File: src/rtl/parking_lot_ctrl.sv
// Gate sequencer for the parking-lot occupancy counter. It watches the outer (A) and inner (B)
// photo-sensors, recognises complete entries and exits, and drives inc/dec pulses plus status flags.
module parking_lot_ctrl #(
   parameter int         DEBOUNCE = 16,
   parameter int         TIMEOUT  = 1000000,
   parameter logic [7:0] CAPACITY = 8'h50
) (
   input  logic       clk,
   input  logic       reset,
   input  logic       sensor_a,
   input  logic       sensor_b,
   input  logic [7:0] count,
   output logic       inc,
   output logic       dec,
   output logic       full,
   output logic       empty,
   output logic       reject,
   output logic       err,
   output logic       busy
);

   localparam int DW = $clog2(DEBOUNCE + 1);
   localparam int TW = $clog2(TIMEOUT + 1);
   localparam logic [DW-1:0] DB_LAST = DW'(DEBOUNCE - 1);
   localparam logic [TW-1:0] TO_LAST = TW'(TIMEOUT - 1);

   typedef enum logic [2:0] {IDLE, EN1, EN2, EN3, EX1, EX2, EX3} state_t;

   logic [1:0] raw;
   logic [1:0] filt;   // {fa, fb}

   assign raw = {sensor_a, sensor_b};

   genvar gi;
   generate
      for (gi = 0; gi < 2; gi++) begin : g_sensor
         logic          sync1_reg;
         logic          sync2_reg;
         logic          filt_reg;
         logic [DW-1:0] db_cnt_reg;

         // The filtered level flips only after DEBOUNCE consecutive samples at the new level.
         always_ff @(posedge clk) begin
            if (reset) begin
               sync1_reg  <= 1'b0;
               sync2_reg  <= 1'b0;
               filt_reg   <= 1'b0;
               db_cnt_reg <= '0;
            end else begin
               sync1_reg <= raw[gi];
               sync2_reg <= sync1_reg;
               if (sync2_reg == filt_reg) begin
                  db_cnt_reg <= '0;
               end else if (db_cnt_reg == DB_LAST) begin
                  filt_reg   <= sync2_reg;
                  db_cnt_reg <= '0;
               end else begin
                  db_cnt_reg <= db_cnt_reg + 1'b1;
               end
            end
         end

         assign filt[gi] = filt_reg;
      end
   endgenerate

   state_t        state_reg;
   state_t        state_next;
   logic [TW-1:0] timer_reg;
   logic          commit_in;
   logic          commit_out;
   logic          seq_err;

   always_comb begin
      state_next = state_reg;
      commit_in  = 1'b0;
      commit_out = 1'b0;
      seq_err    = 1'b0;
      case (state_reg)
         IDLE: begin
            if (filt == 2'b10)      state_next = EN1;
            else if (filt == 2'b01) state_next = EX1;
         end
         EN1: begin
            case (filt)
               2'b11:   state_next = EN2;
               2'b00:   state_next = IDLE;
               2'b01:   begin state_next = IDLE; seq_err = 1'b1; end
               default: state_next = EN1;
            endcase
         end
         EN2: begin
            case (filt)
               2'b01:   state_next = EN3;
               2'b10:   state_next = EN1;
               2'b00:   begin state_next = IDLE; seq_err = 1'b1; end
               default: state_next = EN2;
            endcase
         end
         EN3: begin
            case (filt)
               2'b00:   begin state_next = IDLE; commit_in = 1'b1; end
               2'b11:   state_next = EN2;
               2'b10:   begin state_next = IDLE; seq_err = 1'b1; end
               default: state_next = EN3;
            endcase
         end
         EX1: begin
            case (filt)
               2'b11:   state_next = EX2;
               2'b00:   state_next = IDLE;
               2'b10:   begin state_next = IDLE; seq_err = 1'b1; end
               default: state_next = EX1;
            endcase
         end
         EX2: begin
            case (filt)
               2'b10:   state_next = EX3;
               2'b01:   state_next = EX1;
               2'b00:   begin state_next = IDLE; seq_err = 1'b1; end
               default: state_next = EX2;
            endcase
         end
         EX3: begin
            case (filt)
               2'b00:   begin state_next = IDLE; commit_out = 1'b1; end
               2'b11:   state_next = EX2;
               2'b01:   begin state_next = IDLE; seq_err = 1'b1; end
               default: state_next = EX3;
            endcase
         end
         default: state_next = IDLE;
      endcase
   end

   // Commit decisions use the registered flags, which already track count with one cycle of lag.
   always_ff @(posedge clk) begin
      if (reset) begin
         state_reg <= IDLE;
         timer_reg <= '0;
         inc       <= 1'b0;
         dec       <= 1'b0;
         reject    <= 1'b0;
         err       <= 1'b0;
         busy      <= 1'b0;
         full      <= 1'b0;
         empty     <= 1'b1;
      end else begin
         full   <= (count >= CAPACITY);
         empty  <= (count == 8'h00);
         inc    <= 1'b0;
         dec    <= 1'b0;
         reject <= 1'b0;
         err    <= 1'b0;
         if (state_reg != IDLE && timer_reg == TO_LAST) begin
            state_reg <= IDLE;
            busy      <= 1'b0;
            timer_reg <= '0;
            err       <= 1'b1;
         end else begin
            state_reg <= state_next;
            busy      <= (state_next != IDLE);
            if (state_next != state_reg || state_reg == IDLE) timer_reg <= '0;
            else                                              timer_reg <= timer_reg + 1'b1;
            inc    <= commit_in & ~full;
            reject <= commit_in & full;
            dec    <= commit_out & ~empty;
            err    <= seq_err | (commit_out & empty);
         end
      end
   end

endmodule

File: config.mk
export PLATFORM = sky130hd
export DESIGN_NAME = parking_lot_ctrl
export DESIGN_NICKNAME = d
export VERILOG_FILES = /design/src/rtl/parking_lot_ctrl.sv
export SDC_FILE = /design/constraint.sdc
export NUM_CORES = 1
export LEC_CHECK = 0
export CAP_MARGIN = 20
export CORE_ASPECT_RATIO = 1.4
export CORE_MARGIN = 4
export CORE_UTILIZATION = 57
export DETAILED_ROUTE_END_ITERATION = 7
export GPL_ROUTABILITY_DRIVEN = 0
export PLACE_DENSITY = 0.86
export SYNTH_ARGS = -nofsm -noshare
export SYNTH_HDL_FRONTEND = slang
export SYNTH_SLANG_ARGS = --single-unit
File: constraint.sdc
create_clock -name clk -period 2.4 [get_ports clk]
set_input_delay 0.48 -clock clk [delete_from_list [all_inputs] [get_ports clk]]
set_output_delay 0.48 -clock clk [all_outputs]
set_load 0.1 [all_outputs]
After elaboration in Yosys (flattened, before gate mapping)
Cells that the tools add are included.
- register bits after elaboration: 46
- output and inout bits: 7
- word-level logic and storage cells: 79
- add/sub/neg operators: 3
- $lt $le $gt $ge: 1
- equality and inequality tests: 15
- multiplexer cells: 16
- bitwise gates (word level): 9
- reductions and logical operators: 18
- operators by type and width (kind ; count):
    3-bit one-hot mux with 7 select lines ; 1
    20-bit by 1-bit adder with 20-bit output, second input constant ; 1
    20-bit equality test, second input constant ; 1
    3-bit one-hot mux with 2 select lines ; 2
    2-bit OR reduction ; 6
    5-bit by 1-bit adder with 5-bit output, second input constant ; 2
    5-bit by 4-bit equality test with 1-bit output, second input constant ; 2
    3-bit equality test, second input constant ; 3
    3-bit one-hot mux with 3 select lines ; 1
    3-bit OR reduction ; 3
    8-bit by 7-bit greater-or-equal comparator with 1-bit output, second input constant ; 1
    8-bit logical NOT ; 1
    2-bit one-hot mux with 2 select lines ; 2
    3-bit by 2-bit equality test with 1-bit output, second input constant ; 2
    1-bit 2-to-1 mux ; 6
    3-bit 2-to-1 mux ; 2
    2-bit one-hot mux with 3 select lines ; 1
    3-bit nonzero test ; 2
    1-bit bitwise AND ; 4
    2-bit equality test, second input constant ; 2
    1-bit inverter ; 4
    2-bit AND reduction ; 2
    3-bit by 1-bit equality test with 1-bit output, second input constant ; 1
    3-bit logical NOT ; 1
    other kinds (8) ; 9

Logic depth before layout (Yosys ltp)
Gate-level depths: netlist of run 1.
- word-level depth: 7
- mapped depth: 7
- gate-level depth less buffers: 6

Worst setup path after synthesis of run 1
OpenSTA, ideal clock, no wires.
- path type: flip-flop to flip-flop
- start point: register g_sensor[0].filt_reg
- end point: register timer_reg[13]
- setup time: 0.115 ns
- arrival: 2.002 ns
- slack: 0.284 ns
- cell stages (with the launch flop): 8
- period minus slack after synthesis: 2.116 ns
- cells stage by stage: dfxtp_1 -> inv_1 -> ha_1 -> or4b_1 -> a21oi_1 -> o221ai_1 -> buf_2 -> a2111oi_0
- longest elaborated chain between the ends: 7
- RTL lines (what ; line ; source):
    start, declared ; 39 ; logic filt_reg;
    start signal, assigned ; 55 ; filt_reg <= sync2_reg;
    2-bit by 1-bit equality test with 1-bit output (tied with other cells) ; n/a ;
    2-bit OR reduction (no source line) or 3-bit 2-to-1 mux (tied branches) ; n/a ;
    3-bit one-hot mux with 2 select lines (tied with other cells) ; 125 ; case (filt)
    3-bit one-hot mux with 7 select lines (*) ; 79 ; case (state_reg)
    3-bit != test (*) ; 163 ; if (state_next != state_reg || state_reg == IDLE) timer_reg <= '0;
    1-bit logical OR (*) ; 163 ;
    3-bit OR reduction (no source line) (*) ; n/a ;
    end signal, assigned ; 164 ; else timer_reg <= timer_reg + 1'b1;
    end, declared ; 69 ; logic [TW-1:0] timer_reg;
Mark *: on every way between the ends. The rest lies on a longest branch, timed or not.
A chain may end at the register's enable or synchronous reset.

Final worst setup path of run 1
- start point: register g_sensor[1].filt_reg
- end point: register timer_reg[19]
- longest elaborated chain between the ends: 7
- RTL lines (what ; line):
    start, declared ; 39
    start signal, assigned ; 55
    2-bit by 1-bit equality test with 1-bit output (tied with other cells) ; n/a
    2-bit OR reduction (no source line) or 3-bit 2-to-1 mux (tied branches) ; n/a
    3-bit one-hot mux with 2 select lines (tied with other cells) ; 125
    3-bit one-hot mux with 7 select lines (*) ; 79
    3-bit != test (*) ; 163
    1-bit logical OR (*) ; 163
    3-bit OR reduction (no source line) (*) ; n/a
Marks and branches as above.

==> results.yml, run 1 <==
timing:
  slew_violations: 0
  worst_clock_skew_ns: 0.01013
  slew_headroom_pct: 67.67
  fmax_ghz: 0.4475
  setup_tns_ns: 0
  rsz0062_at_grt: "false"
  min_period_ns: 2.234
  whs_ns: 0.4403
  setup_viol: 0
  tightest_slew_ns: 0.4782
  post-route-period-util_pct: 93.10
  hold_violations: 0
yosys:
  synth_flop_cell: "dfxtp_1"
  synthAdderAreaFrac_pct: 6.633
  synth_top_cell_by_area: "dfxtp_1"
  synth_edf_count: 0
  netlist_area_um2: 2263
  synth_top_family_by_area: "simple AND/OR/NAND/NOR gates"
  syn_area_per_cell_um2: 9.238
  yosys_warnings: 0
  syn_inst: 245
  synth.area.mux_share_pct: 3.648
  yosysMostFrequentCell: "dfxtp_1"
  synth_xor_area_share_pct: 6.578
  synth_area_leaders: "dfxtp_1 41%, ha_1 6.6%, nor4_1 4.7%, xnor2_1 4.3%, nor2_1 3.2%"
  yosys.area_share.simple_pct: 26.09
  yosysSeqAreaShare_pct: 40.69
  synth_cell_types: 43
  synthArstFlopShare_pct: 0
  synth_top_area_share_pct: 40.69
  ys_top_cells_by_count: "46 x dfxtp_1, 19 x nor2_1, 17 x nor4_1, 12 x ha_1"
  synth_seq_cells: 46
  synth_compound_area_share_pct: 12.11
  syn-num-nets: 269
power_and_ir_drop:
  seq_power_share_pct: 50.3
  switching_share_pct: 19.16
  cellLeakagePower_nw: 0.9028
  comb_power_share_pct: 4.0
  p_sw_w: 0.0002939
  ir_worst_vdd_v: 0.0005402
  clock_power_share_pct: 45.7
  internal_power_w: 0.001240
  powerDensity_nw_per_um2: 579.8
worst_setup_path:
  r2r_slack_ns: 0.17
  critical_path_required_ns: 2.60
  crit_path_start: "g_sensor[1].filt_reg$_SDFFE_PP0P_"
  path_max_fanout: 20
  cp_data_arrival_time_ns: 2.44
  cp-start-kind: "flip-flop"
  reg2reg_depth: 6
  worstSetupPathType: "reg2reg"
  reg2reg_to: "timer_reg[19]$_SDFF_PP0_"
  r2r_start: "g_sensor[1].filt_reg$_SDFFE_PP0P_"
  critPathCaptureType: "flip-flop"
die:
  die_area_um2: 5057
  die_h_um: 82.56
  row_count: 26
  num_io_pins: 19
  start_util_pct: 60.50
  die_w_um: 61.26
  core_um2: 3741
drt:
  dr.pass1.iters: 4
  antenna_left: 0
  wl_per_cell_um: 14.95
  post_drt_via_cell_ratio: 6.016
  wirelength_mm: 4.590
  vias: 1847
  drtIter0Drc: 104
  drcViolationCount: 0
global_route:
  grt_pass1_vias: 1768
  track_usage_pct: 20.01
  antenna_found_initial: 0
  grt_start_max_net_pins: 21
  overflow: 0
  grt_pass1_wl_mm: 7.790
layout:
  syn_to_final_growth_pct: 16.86
  fin_nets: 288
  finalInstanceArea_um2: 2645
  largest_register_ffs: 20
  diodes: 0
  layout-drive-gt1-share_pct: 12.45
clock_tree:
  clk_path_buf_depth: 2
  clock_latency_ns: 0.30
  numCtsBuffers: 5
  h-tree-depth: 2
  cts_root_buf: "clkbuf_8"
  cts_num_sinks: 46
  tritoncts: "done"
  path_clk_slew_ns: 0.08
place:
  place_area_um2: 2484
  io_buffers: 18
  dp_hpwl_mm: 3.240
worst_hold_path:
  hp-class: "reg2reg"
  min-delay-start: "g_sensor[0].sync1_reg$_SDFF_PP0_"
  hold_depth: 1
  hold-path-endpoint: "g_sensor[0].sync2_reg$_SDFF_PP0_"
outcome:
  status: "finished, final reports clean"
run:
  cap_violations: 0
## metal layers
metal	share of wire, %	wire length (um)	GRT usage [%]	up-vias
li1	-	-	-	936
met1	44	2029	23.97	870
met2	51	2355	34.32	33
met3	2.9	134	4.199	8
met4	1.5	71	7.375	0
met5	0	0	0	-
## timing repair
action,4_1_cts,5_1_grt
resized for setup,0,6
endpoints found under the setup margin,0,12
hold buffers,0,0
setup buffers,0,0
## logic make-up (layout without fill, tap and decap cells)
| logic type | after synthesis | in the layout |
|---|---|---|
| compound gates | 36 | 36 |
| xor+xnor | 17 | 17 |
| flops | 46 | 46 |
| mux | 7 | 7 |
| simple gates | 103 | 103 |
| fa+ha+maj | 12 | 12 |
| buf+inv | 24 | 44 |
## cell type report
class / instances / area, um2
Sequential cell: 46 / 924.6
Multi-Input combinational cell: 175 / 1261
Clock inverter: 2 / 60.06
Inverter: 9 / 33.78
Fill cell: 277 / 1096
Timing Repair Buffer: 27 / 230.2
Tap cell: 42 / 52.55
Clock buffer: 6 / 82.58
## stage by stage
| stage | std cells | power (W) | setup slack, ns | utilization, % |
|---|---|---|---|---|
| 4_1_cts | 307 | 0.001547 | 0.07946 | 70.20 |
| 6_report | 307 | 0.001534 | 0.1656 | 70.70 |
| 5_1_grt | 307 | 0.001587 | 0.05621 | 70.70 |
| 2_1_floorplan | 245 | 0.0008230 | 0.2839 | - |
| 3_3_place_gp | 299 | 0.0008516 | 0.2243 | 66.39 |
| 3_5_place_dp | 299 | 0.0008526 | 0.1116 | 66.39 |
## cell usage in the layout, fill, tap and decap left out, types with 2 or more instances in the layout
cell type / instances
nor4b_1: 4
or4_1: 4
bufinv_16: 2
nand4_1: 5
inv_1: 9
dfxtp_1: 45
o21ai_0: 8
xor2_1: 6
clkdlybuf4s50_1: 11
or3_1: 5
nor2b_1: 4
a2111oi_0: 3
a2111oi_1: 2
ha_1: 11
nor3_1: 4
a21oi_1: 5
clkbuf_8: 6
buf_4: 16
and3_1: 5
nand2b_1: 8
a31oi_1: 2
nand3_1: 10
o31ai_1: 4
a21boi_0: 3
nor4_1: 17
a21o_1: 2
o221ai_1: 2
mux2i_1: 6
nand2_1: 11
xnor2_1: 11
nor2_1: 19
## power by group through the flow
stage | clock network, W | logic (W) | registers (W)
5_1_grt | 0.000748 | 0.0000664 | 0.000772
6_report | 0.000700 | 0.0000618 | 0.000772
3_3_place_gp | 0 | 0.0000612 | 0.000790
2_1_floorplan | 0 | 0.0000183 | 0.000805
3_5_place_dp | 0 | 0.0000619 | 0.000791
4_1_cts | 0.000712 | 0.0000624 | 0.000773
## worst max-delay path by stage
stage,end,slack [ns],cells after the start
global placement,timer_reg[19]$_SDFF_PP0_,0.22,7
CTS,timer_reg[13]$_SDFF_PP0_,0.08,7
finish,timer_reg[19]$_SDFF_PP0_,0.17,6
floorplan,timer_reg[13]$_SDFF_PP0_,0.28,7
global route,timer_reg[19]$_SDFF_PP0_,0.06,6
detailed placement,timer_reg[13]$_SDFF_PP0_,0.11,7
## worst max-delay path, cell delays in order, from the launching register on
cell       delay (ns)
dfxtp_1          0.46
inv_1            0.15
ha_1             0.30
nand2b_1         0.07
a31oi_1          0.10
mux4_2           0.69
a2111oi_2        0.38
Note: power is estimated with default switching activity, not from simulation.
==> inputs of run 2 (changes only) <==
Settings changed: ABC_AREA set to 1, PLACE_DENSITY 0.86 to 0.85, SETUP_SLACK_MARGIN set to 0.4.
==> run 2 against run 1 <==
Flip-flop and latch count did not move. Via count rose by 6.8%. Cell count rose by 22%. Die area rose by 2.2%. Sequential power barely moved.
==> results.yml, run 2 <==
outcome:
  status: "finished, final reports clean"
place:
  place_inst: 365
  dp_hpwl_mm: 3.411
  io_buffers: 18
  place_ws_ns: 0.3487
die:
  die_area_um2: 5169
  die_h_um: 83.48
  row_count: 27
  die_w_um: 61.92
  start_util_pct: 59.20
  num_io_pins: 19
  core_um2: 3919
yosys:
  ys_top_cells_by_count: "49 x nand2_1, 48 x nor2_1, 46 x dfxtp_1, 39 x inv_1, 22 x nor2_2"
  synth_flop_cell: "dfxtp_1"
  synth_edf_count: 0
  syn_inst: 308
  synth_area_leaders: "dfxtp_1 40%, nand2_1 7.9%, nor2_1 7.8%, ha_1 6.5%, inv_1 6.3%"
  syn-num-nets: 332
  synthArstFlopShare_pct: 0
  yosys_warnings: 0
  yosysMostFrequentCell: "nand2_1"
  yosysSeqAreaShare_pct: 39.70
  netlist_area_um2: 2320
  syn_area_per_cell_um2: 7.532
  synth_seq_cells: 46
  synth_cell_types: 26
  synth_top_cell_by_area: "dfxtp_1"
  synth_top_area_share_pct: 39.70
drt:
  drtIter0Drc: 72
  wl_per_cell_um: 11.95
  dr.pass1.iters: 4
  vias: 1972
  antenna_left: 0
  wirelength_mm: 4.470
  post_drt_via_cell_ratio: 5.273
  drcViolationCount: 0
clock_tree:
  cts_hold_buf: 0
  cts_num_sinks: 46
  h-tree-depth: 2
  numCtsBuffers: 5
  clk_path_buf_depth: 2
  cts_setup_buffers: 0
  cts_root_buf: "clkbuf_8"
  path_clk_slew_ns: 0.09
  tritoncts: "done"
  clock_latency_ns: 0.30
layout:
  final_cell_mix: "49 x nand2_1, 47 x nor2_1, 43 x dfxtp_1"
  multi_input_area_um2: 1225
  fin_cells: 374
  syn_to_final_growth_pct: 14.02
  fin_nets: 354
  diodes: 0
  final_common_cell: "nand2_1"
  final-seq-area_um2: 924.6
  fillers: 323
  layout-drive-gt1-share_pct: 15.11
  largest_register_ffs: 20
timing:
  hold_violations: 0
  tightest_slew_ns: 0.4076
  whs_ns: 0.4085
  setup_viol: 0
  slew_violations: 0
  setup_tns_ns: 0
  rsz0062_at_grt: "false"
  worst_slack_ns: 0.5263
  worst_clock_skew_ns: 0.008435
  post-route-period-util_pct: 78.07
  slew_headroom_pct: 72.71
  fmax_ghz: 0.5337
  min_period_ns: 1.874
global_route:
  track_usage_pct: 19.29
  grt_start_max_net_pins: 21
  overflow: 0
  grt_pass1_wl_mm: 7.824
  antenna_found_initial: 0
  grt_pass1_vias: 1958
worst_setup_path:
  crit_path_start: "g_sensor[1].filt_reg$_SDFFE_PP0P_"
  crit_end: "timer_reg[15]$_SDFF_PP0_"
  critical_path_required_ns: 2.64
  path_max_fanout: 10
  r2r_slack_ns: 0.53
  reg2reg_depth: 10
  cp-start-kind: "flip-flop"
  worstSetupPathType: "reg2reg"
  reg2reg_to: "timer_reg[15]$_SDFF_PP0_"
  critPathCaptureType: "flip-flop"
  r2r_start: "g_sensor[1].filt_reg$_SDFFE_PP0P_"
  cp_data_arrival_time_ns: 2.12
run:
  cap_violations: 0
power_and_ir_drop:
  powerDensity_nw_per_um2: 527.6
  ir_worst_vdd_v: 0.0005249
  cellLeakagePower_nw: 0.9821
worst_hold_path:
  hp-class: "reg2reg"
[run 2: cell count changes in the layout (fill, tap and decap cells not counted), sizes merged, moves of 5 or more]
cell     previous run  this run
nor4               17         1
nand2b              8         0
mux2i               6         0
a2111oi             7         0
and3                5         0
nand3              10        22
nor2               19        71
buf                16         8
or3                 5         0
inv                 9        42
nand2              11        51
[run 2: logic make-up (layout without fill, tap and decap cells)]
kind of cell,after synthesis,in the layout,synth area share [%]
adder cells (fa/ha/maj),12,12,6.472
AND/OR/NAND/NOR,166,167,33.60
AO/OA/AOI/OAI,21,21,5.285
buffers and inverters,47,69,8.899
flip-flops,46,46,39.70
XOR/XNOR,16,16,6.041
[run 2: cell type report]
type | instances | area share, %
Tap cell | 43 | 2.034
Clock buffer | 5 | 2.602
Multi-Input combinational cell | 216 | 46.31
Timing Repair Buffer | 19 | 6.433
Sequential cell | 46 | 34.96
Inverter | 42 | 5.960
Clock inverter | 3 | 1.703
[run 2: how the worst min path moves through the flow]
stage	from	end	slack, ns	cells after the start
final	g_sensor[0].sync1_reg$_SDFF_PP0_	g_sensor[0].sync2_reg$_SDFF_PP0_	0.41	2
after global routing	g_sensor[0].sync1_reg$_SDFF_PP0_	g_sensor[0].sync2_reg$_SDFF_PP0_	0.44	2
after CTS	g_sensor[0].sync1_reg$_SDFF_PP0_	g_sensor[0].sync2_reg$_SDFF_PP0_	0.41	2
after detailed placement	g_sensor[0].sync1_reg$_SDFF_PP0_	g_sensor[0].sync2_reg$_SDFF_PP0_	0.40	2
after global placement	g_sensor[0].sync1_reg$_SDFF_PP0_	g_sensor[0].sync2_reg$_SDFF_PP0_	0.39	2
after floorplan	g_sensor[0].sync1_reg$_SDFF_PP0_	g_sensor[0].sync2_reg$_SDFF_PP0_	0.39	2
[run 2: stage by stage]
stage	utilization, %	area [um2]	power (W)
floorplan	-	2320	0.0008188
global placement	63.67	2495	0.0008449
detailed placement	63.67	2495	0.0008463
CTS	66.70	2614	0.001413
global route	67.50	2645	0.001445
finish	67.50	2645	0.001395
[run 2: report_power, final]
| part | switching (W) | leakage (nW) | internal, W | total (W) |
|---|---|---|---|---|
| combinational | 0.0000306 | 0.558 | 0.0000247 | 0.0000552 |
| sequential | 0.00000403 | 0.374 | 0.000769 | 0.000773 |
| clock | 0.000258 | 0.0504 | 0.000310 | 0.000567 |
[run 2: what timing repair did]
action                                  CTS  global route
gates cloned                              0             1
resized for setup                         1             6
endpoints found under the setup margin   20            20
[run 2: layer usage]
metal	global-route usage [%]	wire [um]
met3	4.025	133
met2	33.94	2365
met5	0	0
met4	9.459	144
met1	20.44	1827
[run 2: critical path: stages (launching register included)]
cell and delay (ns):
dfxtp_2 0.36, inv_1 0.12, ha_1 0.23, inv_1 0.07, nand2_1 0.11, nand3_1 0.09
nand3_2 0.09, o21ai_0 0.10, nor2_2 0.33, nand2_4 0.20, nor2_2 0.12
==> inputs of run 3 (changes only) <==
Clock period 2.4 ns to 1.9 ns, I/O delays scaled along.
==> run 3 against run 2 <==
Cell count increased by 1.9%. Non-clock buffer count rose by 8. Flip-flop and latch count stayed put. Sequential power up 26%. Combinational power up 39%. Global-route usage rose by 0.33 points. Clock skew rose by 0.00080 ns. Register-to-register slack worse by 0.28 ns. Via count increased by 0.91%. Hold slack got worse by 0.0015 ns. Critical path type unchanged. Critical endpoint is now timer_reg[4]$_SDFF_PP0_.
==> results.yml, run 3 (synthesis results as in run 2) <==
outcome:
  status: "finished, final reports clean"
timing:
  post-route-period-util_pct: 87.21
  tightest_slew_ns: 0.3928
  slew_violations: 0
  min_period_ns: 1.657
  setup_viol: 0
  slew_headroom_pct: 73.70
  worst_clock_skew_ns: 0.009236
  rsz0062_at_grt: "true"
  hold_violations: 0
  setup_tns_ns: 0
  fmax_ghz: 0.6035
die:
  die_area_um2: 5169
  die_w_um: 61.92
  start_util_pct: 59.20
  num_io_pins: 19
  die_h_um: 83.48
  core_um2: 3919
  row_count: 27
layout:
  final_common_cell: "nand2_1"
  largest_register_ffs: 20
  diodes: 0
  fillers: 315
  syn_to_final_growth_pct: 20.06
  multi_input_area_um2: 1266
  finalInstanceArea_um2: 2785
  final-seq-area_um2: 934.6
  layout-drive-gt1-share_pct: 23.37
  fin_nets: 361
  fin_cells: 381
  final_cell_mix: "46 x nand2_1, 45 x nor2_1, 39 x dfxtp_1"
power_and_ir_drop:
  cellLeakagePower_nw: 1.055
  powerDensity_nw_per_um2: 637.3
  ir_worst_vdd_v: 0.0007564
worst_hold_path:
  hp-class: "reg2reg"
  hold-path-endpoint: "g_sensor[0].sync2_reg$_SDFF_PP0_"
  min-delay-start: "g_sensor[0].sync1_reg$_SDFF_PP0_"
  hold_depth: 2
worst_setup_path:
  critPathCaptureType: "flip-flop"
  path_max_fanout: 20
  cp-start-kind: "flip-flop"
  critical_path_required_ns: 2.09
  worstSetupPathType: "reg2reg"
  r2r_start: "g_sensor[1].filt_reg$_SDFFE_PP0P_"
  reg2reg_to: "timer_reg[4]$_SDFF_PP0_"
  reg2reg_depth: 11
  cp_data_arrival_time_ns: 1.85
  r2r_slack_ns: 0.24
drt:
  vias: 1990
  drcViolationCount: 0
  dr.pass1.iters: 4
  wl_per_cell_um: 12.10
  wirelength_mm: 4.609
  drtIter0Drc: 72
  antenna_left: 0
  post_drt_via_cell_ratio: 5.223
global_route:
  grt_pass1_vias: 1933
  grt_use_met1_pct: 23.03
  grt_pass1_wl_mm: 7.976
  overflow: 0
  antenna_found_initial: 0
  use_met2_pct: 34.03
  top_usage_layer: "met2"
  track_usage_pct: 19.62
  grt_util_met3_pct: 2.786
  grt_start_max_net_pins: 21
clock_tree:
  cts_num_sinks: 46
  clock_latency_ns: 0.30
  tritoncts: "done"
  numCtsBuffers: 5
  path_clk_slew_ns: 0.09
  clk_path_buf_depth: 2
  cts_root_buf: "clkbuf_8"
  h-tree-depth: 2
run:
  cap_violations: 0
place:
  place_area_um2: 2565
  io_buffers: 18
  dp_hpwl_mm: 3.340
  place_inst: 368
==> run 3: cell types whose count changed in the layout (fill, tap and decap cells not counted), moves of 4 or more <==
cell     change
buf_4        +6
dfxtp_1      -4
inv_1        -4
ha_1         -7
ha_2         +5
==> run 3: per-layer routing <==
layer / up-vias / routed length [um]
li1: 1029 / -
met1: 908 / 1860
met2: 41 / 2478
met3: 12 / 144
met4: 0 / 125
met5: - / 0
==> run 3: power breakdown <==
group,total (W),internal [W],switching [W]
clock network,0.000724,0.000394,0.000330
registers,0.000974,0.000968,0.00000596
logic,0.0000768,0.0000368,0.0000401
total,0.00178,0.00140,0.000376
==> run 3: area by class of cell <==
class,count,share of cell area [%]
well taps,43,1.932
flip-flops and latches,46,33.56
clock buffers,5,2.471
clock inverters,3,1.572
repair buffers,27,9.254
inverters,42,5.750
multi-input cells,215,45.46
==> run 3: how the worst max path moves through the flow <==
stage / endpoint / cells past startpoint / start
4_1_cts: timer_reg[4]$_SDFF_PP0_ / 11 / g_sensor[1].filt_reg$_SDFFE_PP0P_
5_1_grt: timer_reg[6]$_SDFF_PP0_ / 12 / g_sensor[0].filt_reg$_SDFFE_PP0P_
2_1_floorplan: timer_reg[11]$_SDFF_PP0_ / 9 / timer_reg[0]$_SDFF_PP0_
3_3_place_gp: timer_reg[6]$_SDFF_PP0_ / 7 / reset
3_5_place_dp: g_sensor[1].db_cnt_reg[3]$_SDFF_PP0_ / 5 / reset
6_report: timer_reg[4]$_SDFF_PP0_ / 11 / g_sensor[1].filt_reg$_SDFFE_PP0P_
==> run 3: repair_timing <==
item / in CTS / in global routing
buffers inserted: 3 / 2
gates resized for setup: 6 / 19
pin swaps: 0 / 7
endpoints found under the setup margin: 28 / 35
hold buffers: 0 / 0
==> run 3: worst max-delay path: stages (launching register included) <==
cell     delay (ns)
dfxtp_4        0.40
inv_2          0.07
ha_2           0.20
inv_1          0.07
nand2_1        0.09
nand2_1        0.07
nand2_1        0.09
a31oi_2        0.18
nor2_2         0.06
nand2_2        0.07
buf_12         0.19
nor2_2         0.05
==> run 3: metrics by stage <==
step                      power [W]  hold slack [ns]  setup slack [ns]  utilization (%)
after floorplan            0.001031           0.3883            0.4119                -
after global placement     0.001068           0.3929            0.1779            65.45
after detailed placement   0.001070           0.3973           0.08736            65.45
after CTS                  0.001790           0.4103            0.2266            69.41
after global routing       0.001839           0.4246            0.1370            71.07
final                      0.001775           0.4070            0.2430            71.07
==> RTL edit: new RTL, flow settings as in run 3 <==
The parameter `CAPACITY` goes from 8'h50 to 8'h28.
--- a/src/rtl/parking_lot_ctrl.sv
+++ b/src/rtl/parking_lot_ctrl.sv
@@ -5,3 +5,3 @@
    parameter int         TIMEOUT  = 1000000,
-   parameter logic [7:0] CAPACITY = 8'h50
+   parameter logic [7:0] CAPACITY = 8'h28
 ) (
Formal check against the unedited RTL: not equivalent (a bounded check fails within 4 cycles, from zero or initial values and one cycle with reset high).
==> RTL edit against run 3 <==
Setup slack got worse by 0.11 ns. Cell area increased by 8.9%. Wire length increased by 18%. Sequential cell count unchanged. Critical endpoint is now timer_reg[12]. First-iteration DRC count increased by 90%. Clock skew decreased by 0.0011 ns. Largest cell class unchanged. Area after synthesis increased by 1.3%. Fmax decreased by 6.1%. Via count increased by 7.4%. Utilization increased by 5.6 points. Total power increased by 0.37%.
==> RTL edit: results (changes against run 3) <==
----------------------------------------------------
[Logic synthesis]
  Syn_area_per_cell ... 7.343 um^2 (-2.5%)
  XOR/XNOR Fraction of Synth Area ... 5.218% (-0.82 points)
  Net count after synthesis ... 343 (+3.3%)
  Area fraction in compound gates after synthesis ... 6.070% (+0.78 points)
  Top cells by count, synth ... sky130_fd_sc_hd__nand2_1, sky130_fd_sc_hd__dfxtp_1, sky130_fd_sc_hd__nor2_1, sky130_fd_sc_hd__inv_1

[Power and ir drop]
  Power of the combinational group ... 0.0000791 W (+3.0%)
  Static leakage ... 1.177 nW (+12%)
  Seq pwr share ... 54.6% (-0.3 points)

[Worst setup path]
  Data arrival time of the worst path ... 2.01 ns (+0.16 ns)
  Largest fanout on the critical path ... 7 (-65%)

[STA]
  Crit path time final ... 1.765 ns (+0.1080 ns)
  WHS ... 0.4139 ns (+0.006818 ns)
  Worst slew margin ... 69.28% (-4.4 points)
  Skew final ... 0.008162 ns (-0.001074 ns)

[Cells and area]
  Share of cells above drive strength 1 ... 28.53% (+5.2 points)
  Final Non-Filler Cells ... 397 (+4.2%)

[Routing]
  Sum of met2 wire segment lengths after detailed routing ... 3193 um (+29%)
  Router iterations before antenna repair ... 5 (+1)
  Amount of wire on met3 after detailed routing ... 185 um (+28%)
  Detail-routed net length per standard cell ... 13.70 um (+13%)
  Number of DRC violations after detailed-routing iteration 0 ... 137 (+90%)

[Global routing]
  Global-route wire length before repair ... 7969 um (about the same)
  Met2 usage ... 33.68% (-0.35 points)
  Global-route total usage across every layer ... 18.48% (-1.1 points)

[Outcome]
  Status ... finished clean

[Placement]
  Setup Slack @ Placement ... 0.2191 ns (+0.1318 ns)

----------------------------------------------------
[RTL edit: cell count changes after synthesis, moves of 3 or more]
cell,delta
sky130_fd_sc_hd__xnor2_1,-4
sky130_fd_sc_hd__nand3_1,+6
sky130_fd_sc_hd__nor3_1,-4
sky130_fd_sc_hd__nor2_2,+4
sky130_fd_sc_hd__o21ai_0,+3
sky130_fd_sc_hd__a21oi_1,+3
sky130_fd_sc_hd__nand2_1,+3
[RTL edit: layout make-up]
class | instances | area (um^2)
multi-input combinational | 223 | 1400
sequential | 46 | 938.4
fill | 277 | 920.9
timing repair buffer | 32 | 347.8
inverter | 45 | 178.9
clock buffer | 5 | 68.82
tap | 43 | 53.80
clock inverter | 3 | 43.79
[RTL edit: repair_timing]
action | 4_1_cts | 5_1_grt
setup buffers | 0 | 7
gates resized for setup | 3 | 40
endpoints found under the setup margin | 22 | 27
cloned | 0 | 3
pin swaps | 1 | 12
